### src/rtl/data_cache.sv
// Direct-mapped write-back/write-allocate data cache, one word per line; DATA_CACHE_PERF_EN adds hit/miss counters.
// Latency: hits complete in the request cycle; misses take 1 + writeback wait + refill wait + 1 cycles.
// Backpressure: requester holds ls_read/ls_write until ls_hit; memory side holds its request until mem_ready.
module data_cache #(
    parameter int XLEN = 32,
    parameter int SETS = 16
) (
    input  logic            clk,
    input  logic            reset,
    input  logic            ls_read,
    input  logic            ls_write,
    input  logic [XLEN-1:0] ls_address,
    input  logic [XLEN-1:0] ls_wdata,
    output logic [XLEN-1:0] ls_rdata,
    output logic            ls_hit,
    output logic            mem_read,
    output logic            mem_write,
    output logic [XLEN-1:0] mem_address,
    output logic [XLEN-1:0] mem_wdata,
    input  logic [XLEN-1:0] mem_rdata,
    input  logic            mem_ready
`ifdef DATA_CACHE_PERF_EN
    ,
    output logic [31:0]     perf_hits,
    output logic [31:0]     perf_misses
`endif
);
    localparam int INDEX_W = $clog2(SETS);
    localparam int TAG_W   = XLEN - INDEX_W - 2;

    typedef enum logic [1:0] {IDLE, WRITEBACK, REFILL, DONE} state_t;

    state_t              state_q, state_d;
    logic [XLEN-3:0]     req_q, req_d;
    logic [SETS-1:0]     valid_q, valid_d;
    logic [SETS-1:0]     dirty_q, dirty_d;
    logic [TAG_W-1:0]    tag_q  [SETS];
    logic [TAG_W-1:0]    tag_d  [SETS];
    logic [XLEN-1:0]     data_q [SETS];
    logic [XLEN-1:0]     data_d [SETS];

    logic [INDEX_W-1:0]  in_idx, req_idx;
    logic [TAG_W-1:0]    in_tag, req_tag;
    logic                req_any, idle_hit, idle_miss;
    logic                unused_ok;

    assign in_idx    = ls_address[INDEX_W+1:2];
    assign in_tag    = ls_address[XLEN-1:INDEX_W+2];
    assign req_idx   = req_q[INDEX_W-1:0];
    assign req_tag   = req_q[XLEN-3:INDEX_W];
    assign req_any   = ls_read | ls_write;
    assign unused_ok = ^ls_address[1:0];

    always_comb begin
        state_d     = state_q;
        req_d       = req_q;
        valid_d     = valid_q;
        dirty_d     = dirty_q;
        tag_d       = tag_q;
        data_d      = data_q;
        ls_hit      = 1'b0;
        ls_rdata    = '0;
        mem_read    = 1'b0;
        mem_write   = 1'b0;
        mem_address = '0;
        mem_wdata   = '0;
        idle_hit    = 1'b0;
        idle_miss   = 1'b0;

        case (state_q)
            IDLE: begin
                if (req_any) begin
                    if (valid_q[in_idx] && (tag_q[in_idx] == in_tag)) begin
                        idle_hit = 1'b1;
                        ls_hit   = 1'b1;
                        // A simultaneous read+write is a write.
                        if (ls_write) begin
                            data_d[in_idx]  = ls_wdata;
                            dirty_d[in_idx] = 1'b1;
                        end else begin
                            ls_rdata = data_q[in_idx];
                        end
                    end else begin
                        idle_miss = 1'b1;
                        req_d     = ls_address[XLEN-1:2];
                        state_d   = (valid_q[in_idx] && dirty_q[in_idx]) ? WRITEBACK : REFILL;
                    end
                end
            end
            WRITEBACK: begin
                mem_write   = 1'b1;
                mem_address = {tag_q[req_idx], req_idx, 2'b00};
                mem_wdata   = data_q[req_idx];
                if (mem_ready) begin
                    dirty_d[req_idx] = 1'b0;
                    state_d          = REFILL;
                end
            end
            REFILL: begin
                mem_read    = 1'b1;
                mem_address = {req_q, 2'b00};
                if (mem_ready) begin
                    data_d[req_idx]  = mem_rdata;
                    tag_d[req_idx]   = req_tag;
                    valid_d[req_idx] = 1'b1;
                    dirty_d[req_idx] = 1'b0;
                    state_d          = DONE;
                end
            end
            DONE: begin
                state_d = IDLE;
                // A request abandoned during the miss gets no response here.
                if (req_any) begin
                    ls_hit = 1'b1;
                    if (ls_write) begin
                        data_d[req_idx]  = ls_wdata;
                        dirty_d[req_idx] = 1'b1;
                    end else begin
                        ls_rdata = data_q[req_idx];
                    end
                end
            end
            default: state_d = IDLE;
        endcase

        if (reset) begin
            ls_hit      = 1'b0;
            ls_rdata    = '0;
            mem_read    = 1'b0;
            mem_write   = 1'b0;
            mem_address = '0;
            mem_wdata   = '0;
        end
    end

    always_ff @(posedge clk) begin
        tag_q  <= tag_d;
        data_q <= data_d;
        if (reset) begin
            state_q <= IDLE;
            req_q   <= '0;
            valid_q <= '0;
            dirty_q <= '0;
        end else begin
            state_q <= state_d;
            req_q   <= req_d;
            valid_q <= valid_d;
            dirty_q <= dirty_d;
        end
    end

`ifdef DATA_CACHE_PERF_EN
    logic [31:0] perf_hits_q, perf_hits_d;
    logic [31:0] perf_misses_q, perf_misses_d;

    always_comb begin
        perf_hits_d   = perf_hits_q + {31'b0, idle_hit};
        perf_misses_d = perf_misses_q + {31'b0, idle_miss};
    end

    always_ff @(posedge clk) begin
        if (reset) begin
            perf_hits_q   <= '0;
            perf_misses_q <= '0;
        end else begin
            perf_hits_q   <= perf_hits_d;
            perf_misses_q <= perf_misses_d;
        end
    end

    assign perf_hits   = perf_hits_q;
    assign perf_misses = perf_misses_q;
`else
    logic unused_perf;
    assign unused_perf = idle_hit ^ idle_miss;
`endif

endmodule

### config.mk
export PLATFORM = sky130hd
export DESIGN_NAME = data_cache
export DESIGN_NICKNAME = d
export VERILOG_FILES = /design/src/rtl/data_cache.sv
export SDC_FILE = /design/constraint.sdc
export NUM_CORES = 2
export LEC_CHECK = 0
export CAP_MARGIN = 5
export CELL_PAD_IN_SITES_DETAIL_PLACEMENT = 0
export CELL_PAD_IN_SITES_GLOBAL_PLACEMENT = 2
export CORE_MARGIN = 8
export CORE_UTILIZATION = 30
export DETAILED_ROUTE_END_ITERATION = 6
export PLACE_DENSITY = 0.56
export SLEW_MARGIN = 15
export SYNTH_ARGS = -nofsm -noshare
export SYNTH_HDL_FRONTEND = slang
export SYNTH_SLANG_ARGS = --single-unit
export TNS_END_PERCENT = 1
### constraint.sdc
create_clock -name clk -period 7.2 [get_ports clk]
set_clock_uncertainty 0.1 [all_clocks]
set_input_delay 1.44 -clock clk [delete_from_list [all_inputs] [get_ports clk]]
set_output_delay 1.44 -clock clk [all_outputs]
set_load 0.1 [all_outputs]
; ---- Word level (Yosys, flattened, before mapping)
; Index checks and enable logic that the tools add are counted.
[word_totals]
out_inout_bits = 99
regBits = 992
elab_cells = 150
[classes]
n_eq_ne = 13
n_mux = 70
order_cmp = 8
bitwise = 9
n_reduce_logical = 14
[ops]
columns = cell, count
row1 = two-way mux 512 bit, 6
row2 = bitwise mux 512 bit, 3
row3 = one-hot mux 512 bit (3 select lines), 1
row4 = two-way mux 32 bit, 15
row5 = bitwise mux 416 bit, 1
row6 = binary-select mux 32 bit (select 4 bit), 2
row7 = demux 32 bit (select 4 bit), 2
row8 = binary-select mux 26 bit (select 4 bit), 2
row9 = two-way mux 26 bit, 5
row10 = one-hot mux 32 bit (2 select lines), 2
row11 = demux 26 bit (select 4 bit), 1
row12 = two-way mux 16 bit, 6
row13 = bitwise OR 16 bit, 3
row14 = one-hot mux 16 bit (3 select lines), 1
row15 = equality test 26 bit, 1
row16 = bitwise AND 16 bit, 1
row17 = "!= test 2 bit, second input constant", 8
row18 = inverter 16 bit, 1
row19 = two-way mux 1 bit, 12
row20 = ">= comparator 5 bit, second input constant", 2
row21 = "less-than comparator 4 x 5 -> 1 bit, second input constant", 2
row22 = "less-than comparator 5 x 1 -> 1 bit, second input constant", 2
row23 = two-way mux 2 bit, 5
row24 = inverter 4 -> 5 bit, 2
row25 = 19 further kinds, 28

; ---- Longest topological paths before layout
[depth]
ltp_word = 10
depth_mapped = 16

; ---- Worst setup path before layout
; Ideal clock, no wire load.
[synth_timing]
path_type = input to output
startpoint = in ls_address[3]
endpoint = out ls_hit
cell_stages = 16
required_ns = 5.660
arrival_ns = 6.863
path_buffers = 7
setup_slack_ns = -1.203
cell_sequence = buf_4 buf_4 buf_6 buf_2 buf_4 mux4_2 mux2i_1 mux2i_1 xnor2_1 nand4_1 nor4_2 and3_1 clkbuf_1 buf_2 a21oi_1 nor4_1
[synth_between]
elab_chain_cells = 10
[synth_rtl]
columns = element, line
row1 = start: declaration, 12  ; input logic [XLEN-1:0] ls_address,
row2 = inverter 4 -> 5 bit (not written as such), 73  ; if (valid_q[in_idx] && (tag_q[in_idx] == in_tag)) begin
row3 = binary-select mux 26 bit (select 4 bit), 73
row4 = two-way mux 26 bit (not written as such) (2 in series), 73
row5 = equality test 26 bit, 73
row6 = logical AND 1 bit *, 73
row7 = two-way mux 1 bit *, 73
row8 = two-way mux 1 bit *, 72  ; if (req_any) begin
row9 = one-hot mux 1 bit (2 select lines) *, 70  ; case (state_q)
row10 = two-way mux 1 bit *, 126  ; if (reset) begin
row11 = end: declaration, 15  ; output logic ls_hit,
; Every way passes the cells marked *; elsewhere a longest branch is shown, timed or not. The select of a mux whose other input is x is not followed.

; ---- Worst setup path in the final report
[layout_timing]
startpoint = in ls_address[2]
endpoint = out ls_rdata[31]
[layout_between]
elab_chain_cells = 10
[layout_rtl]
columns = element, line
row1 = inverter 4 -> 5 bit (not written as such), "73, 81"
row2 = binary-select mux 26 bit (select 4 bit), 73
row3 = two-way mux 26 bit (not written as such) (2 in series), 73
row4 = equality test 26 bit, 73
row5 = logical AND 1 bit, 73
row6 = two-way mux 32 bit *, 73
row7 = two-way mux 32 bit *, 72
row8 = one-hot mux 32 bit (2 select lines) *, 70
row9 = two-way mux 32 bit *, 126
row10 = end: declaration, 14  ; output logic [XLEN-1:0] ls_rdata,
; Marked as above.

==> results.rst <==
.. list-table::
   :header-rows: 1

   * - Metric
     - Value
   * - Proportion of netlist area held by the largest area contributor
     - 48.4%
   * - Post-CTS clock slew at the launch and capture registers of the worst setup and hold paths
     - 0.06 ns
   * - Worst-path fanout max
     - 39
   * - Synthesized flop and latch total
     - 992
   * - Via count
     - 44278
   * - Count of warnings emitted by yosys
     - 0
   * - Largest net degree at the start of global routing
     - 112
   * - # nets final
     - 4666
   * - Post-synthesis cell type count
     - 71
   * - Endpoint kind of the worst setup timing path
     - output pin
   * - Most area-consuming cells after synthesis
     - sky130_fd_sc_hd__edfxtp_1 (48%), sky130_fd_sc_hd__mux4_2 (21%), sky130_fd_sc_hd__a22oi_1 (4.6%)
   * - Setup TNS Final
     - 0 ns
   * - Number of buffers inserted to repair setup after CTS
     - 0
   * - Path type of the worst min-delay path
     - flip-flop to flip-flop
   * - Synthesized-area fraction occupied by and/or/nand/nor cells
     - 8.55%
   * - Worst Reg2Reg Path Length in Cells
     - 11
   * - Main combinational cell family by area after synthesis
     - multiplexers
   * - Most frequent standard cell in the layout excluding fill and tap cells
     - sky130_fd_sc_hd__edfxtp_1
   * - Total leakage power
     - 21.5 nW
   * - Post-Synthesis Mean Instance Area
     - 12.8 µm²
   * - Post-Synth Adder-Cell Area
     - 0.109%
   * - EDFF count, synth
     - 928
   * - Power Density
     - 351 nW/µm²
   * - Antenna violations before repair
     - 19
   * - Final setup viols
     - 0
   * - Average wire per cell in the routed design
     - 37.5 µm
   * - Commonest register cell after synthesis
     - sky130_fd_sc_hd__edfxtp_1
   * - Sink Count
     - 992
   * - Total global routing track utilization
     - 25.5%
   * - DRC marker count from the first detailed-route iteration
     - 5080
   * - Critical path cell sequence
     - buf_8 -> mux4_2 -> o2bb2ai_1 -> a31oi_1 -> a221oi_1 -> or2_1 -> a2111o_1 -> or4_4 -> buf_4 -> nand2b_1 -> a21boi_0 -> buf_12
   * - Peak VDD IR
     - 0.233 mV
   * - Synth Area in Compound Gates
     - 14.0%
   * - Number of fill cells
     - 18375
   * - Max-capacitance violation count
     - 0
   * - Worst-case headroom to the max-slew limit
     - 18.8%
   * - Final period utilization
     - 97.9%
   * - Layout cell share with drive strength beyond 1
     - 24.2%
   * - Reg2Reg Launch Point
     - tag_q[37]$_DFFE_PP_
   * - Reg2Reg Setup Slack
     - 2.54 ns
   * - Synthesis-to-layout area growth
     - 18.3%
   * - Buffer depth of the longest clock path
     - 3
   * - Final Hold Violating Endpoints
     - 0
   * - Wire length of the first global-routing pass
     - 373 mm
   * - Final design utilization
     - 35.7%
   * - Netlist area before placement
     - 57600 µm²
   * - Width of the chip
     - 454 µm
   * - CP max stage cell
     - sky130_fd_sc_hd__or4_4
   * - Vias/cell
     - 6.16
   * - Final ANT Viol Nets
     - 0
   * - Setup repair after global routing missed its margin
     - no
   * - Top library cells by usage in the layout, fill and taps aside
     - sky130_fd_sc_hd__edfxtp_1 (928), sky130_fd_sc_hd__nand2_1 (633), sky130_fd_sc_hd__mux4_2 (544)
   * - Highest achievable clock rate
     - 142 MHz
   * - Arrival time at the worst endpoint
     - 5.51 ns
   * - Timing startpoint of the critical path
     - ls_address[2]
   * - Die area
     - 206000 µm²
   * - Final HPWL DP
     - 161 mm
   * - CTS HTree Levels
     - 3
   * - Proportion of synthesized chip area in sequential cells
     - 50.6%
   * - Number of gates resized after CTS
     - 0
   * - Critical path destination
     - ls_rdata[31]
   * - XOR/XNOR share of the synthesized area
     - 0.365%
   * - Multiplexer fraction of the synthesized cell area
     - 22.6%
   * - Post-synthesis cell count
     - 4495
   * - Critical R2R Capture
     - data_q[381]$_DFFE_PP_
   * - Transition time of the tightest slew-check pin
     - 1.22 ns
   * - Outcome
     - completed
   * - TritonCTS clock tree
     - yes
   * - Hold path start
     - valid_q[4]$_SDFFE_PP0P_
   * - Later-pin clock latency in the skew report
     - 0.79 ns
   * - Number of core rows
     - 160
   * - Minimum clock period
     - 7.05 ns
   * - # port buffers
     - 195
   * - CTS root buffer
     - sky130_fd_sc_hd__clkbuf_16
   * - Startpoint type of the worst setup path
     - input port
   * - Number of buffers added to fix hold violations after cts
     - 0
   * - Boundary Pins
     - 200
   * - Global-route congestion overflow total
     - 0
   * - Die height
     - 454 µm
   * - Data required time of the critical path
     - 5.66 ns
   * - Largest area contributor in the netlist
     - sky130_fd_sc_hd__edfxtp_1
   * - Number of iterations in the first detailed-routing pass
     - 5
   * - Floorplan Core Area
     - 190000 µm²
   * - Largest stage delay on the critical path
     - 0.62 ns
   * - Final Wtd Congestion
     - 0.793
   * - Remaining routing DRC violations
     - 0
   * - Clock buffers created by TritonCTS
     - 121
   * - Total detailed-routing wirelength
     - 270 mm
   * - CP Class
     - input port to output pin
   * - Max-slew violation count
     - 0
   * - Number of global-route vias before repair
     - 44011
   * - Starting utilization of the core area
     - 30.2%
   * - Async SR Flop Fraction
     - 0%
[critical path, delay by kind of cell]
family,cells,cell delay [ns]
mux,1,0.59
compound gates,5,1.50
buf+inv,3,0.80
simple gates,3,1.07
[synthesized netlist by cell type (all sizes together) (10+ instances only)]
cell      n
o21ai   288
edfxtp  928
a21o     53
nor2b    17
nor2    139
dfxtp    64
a21oi   101
clkbuf  379
o211ai  162
buf     124
xor2     15
and3     11
nand2   642
nor4     10
a31oi    59
a211oi   19
mux2i    73
inv      24
a21boi   55
o31ai    32
a22oi   356
a221o    29
mux4    544
nand3   209
nand2b   40
and2     39
[cells by family (layout without fill, tap and decap cells)]
family	Yosys count	after routing
xor+xnor	24	24
compound gates	1191	1191
flops	992	992
buf+inv	527	696
other cells	1	9
fa+ha+maj	5	5
mux	619	619
simple gates	1136	1136
[through the flow]
stage          instances  total power (W)  hold slack, ns  instance area (µm²)  worst slack (ns)
6_report            7183           0.0239           0.367                68100             0.154
5_1_grt             7178           0.0247           0.395                68000            0.0291
4_1_cts             7169           0.0240           0.374                68000             0.114
3_5_place_dp        6941           0.0173           0.361                63800             0.122
3_3_place_gp        6937           0.0172           0.348                63700             0.146
2_1_floorplan       4496           0.0133           0.335                57600            -0.573
[worst min path at each step]
| stage | endpoint | slack [ns] | cells past startpoint |
|---|---|---|---|
| after global placement | valid_q[2]$_SDFFE_PP0P_ | 0.35 | 2 |
| after global routing | valid_q[6]$_SDFFE_PP0P_ | 0.40 | 2 |
| final | valid_q[4]$_SDFFE_PP0P_ | 0.37 | 2 |
| after detailed placement | valid_q[11]$_SDFFE_PP0P_ | 0.36 | 2 |
| after floorplan | valid_q[10]$_SDFFE_PP0P_ | 0.33 | 2 |
| after CTS | valid_q[6]$_SDFFE_PP0P_ | 0.37 | 2 |
[registers in the layout (all words and copies together), names as in the netlist]
register and count:
tag_q 416, dirty_q 16, req_q 30, state_q 2
data_q 512, valid_q 16
[per-layer routing]
layer / GRT usage, % / share of wire, % / wire [µm]
met1: 34.1 / 41 / 112000
met3: 3.69 / 6.7 / 17900
met5: 0 / 0.0085 / 23
met2: 42.4 / 48 / 130000
met4: 8.88 / 3.9 / 10400
[report_power, final]
part | internal (W) | leakage (nW) | switching [W]
Sequential | 0.00787 | 9.14 | 0.000818
Clock | 0.00391 | 2.04 | 0.00270
Combinational | 0.00296 | 10.3 | 0.00566
Total | 0.0147 | 21.5 | 0.00918
[layout make-up]
class	count	area (µm²)	area share, %
inverter	24	92.6	0.136
timing repair buffer	444	4470	6.56
antenna	7	17.5	0.0257
clock buffer	155	3260	4.79
clock inverter	73	946	1.39
sequential	992	29200	42.8
multi-input combinational	2977	27000	39.6
tap	2511	3140	4.62
No activity file was read; power rests on OpenSTA's default activity.
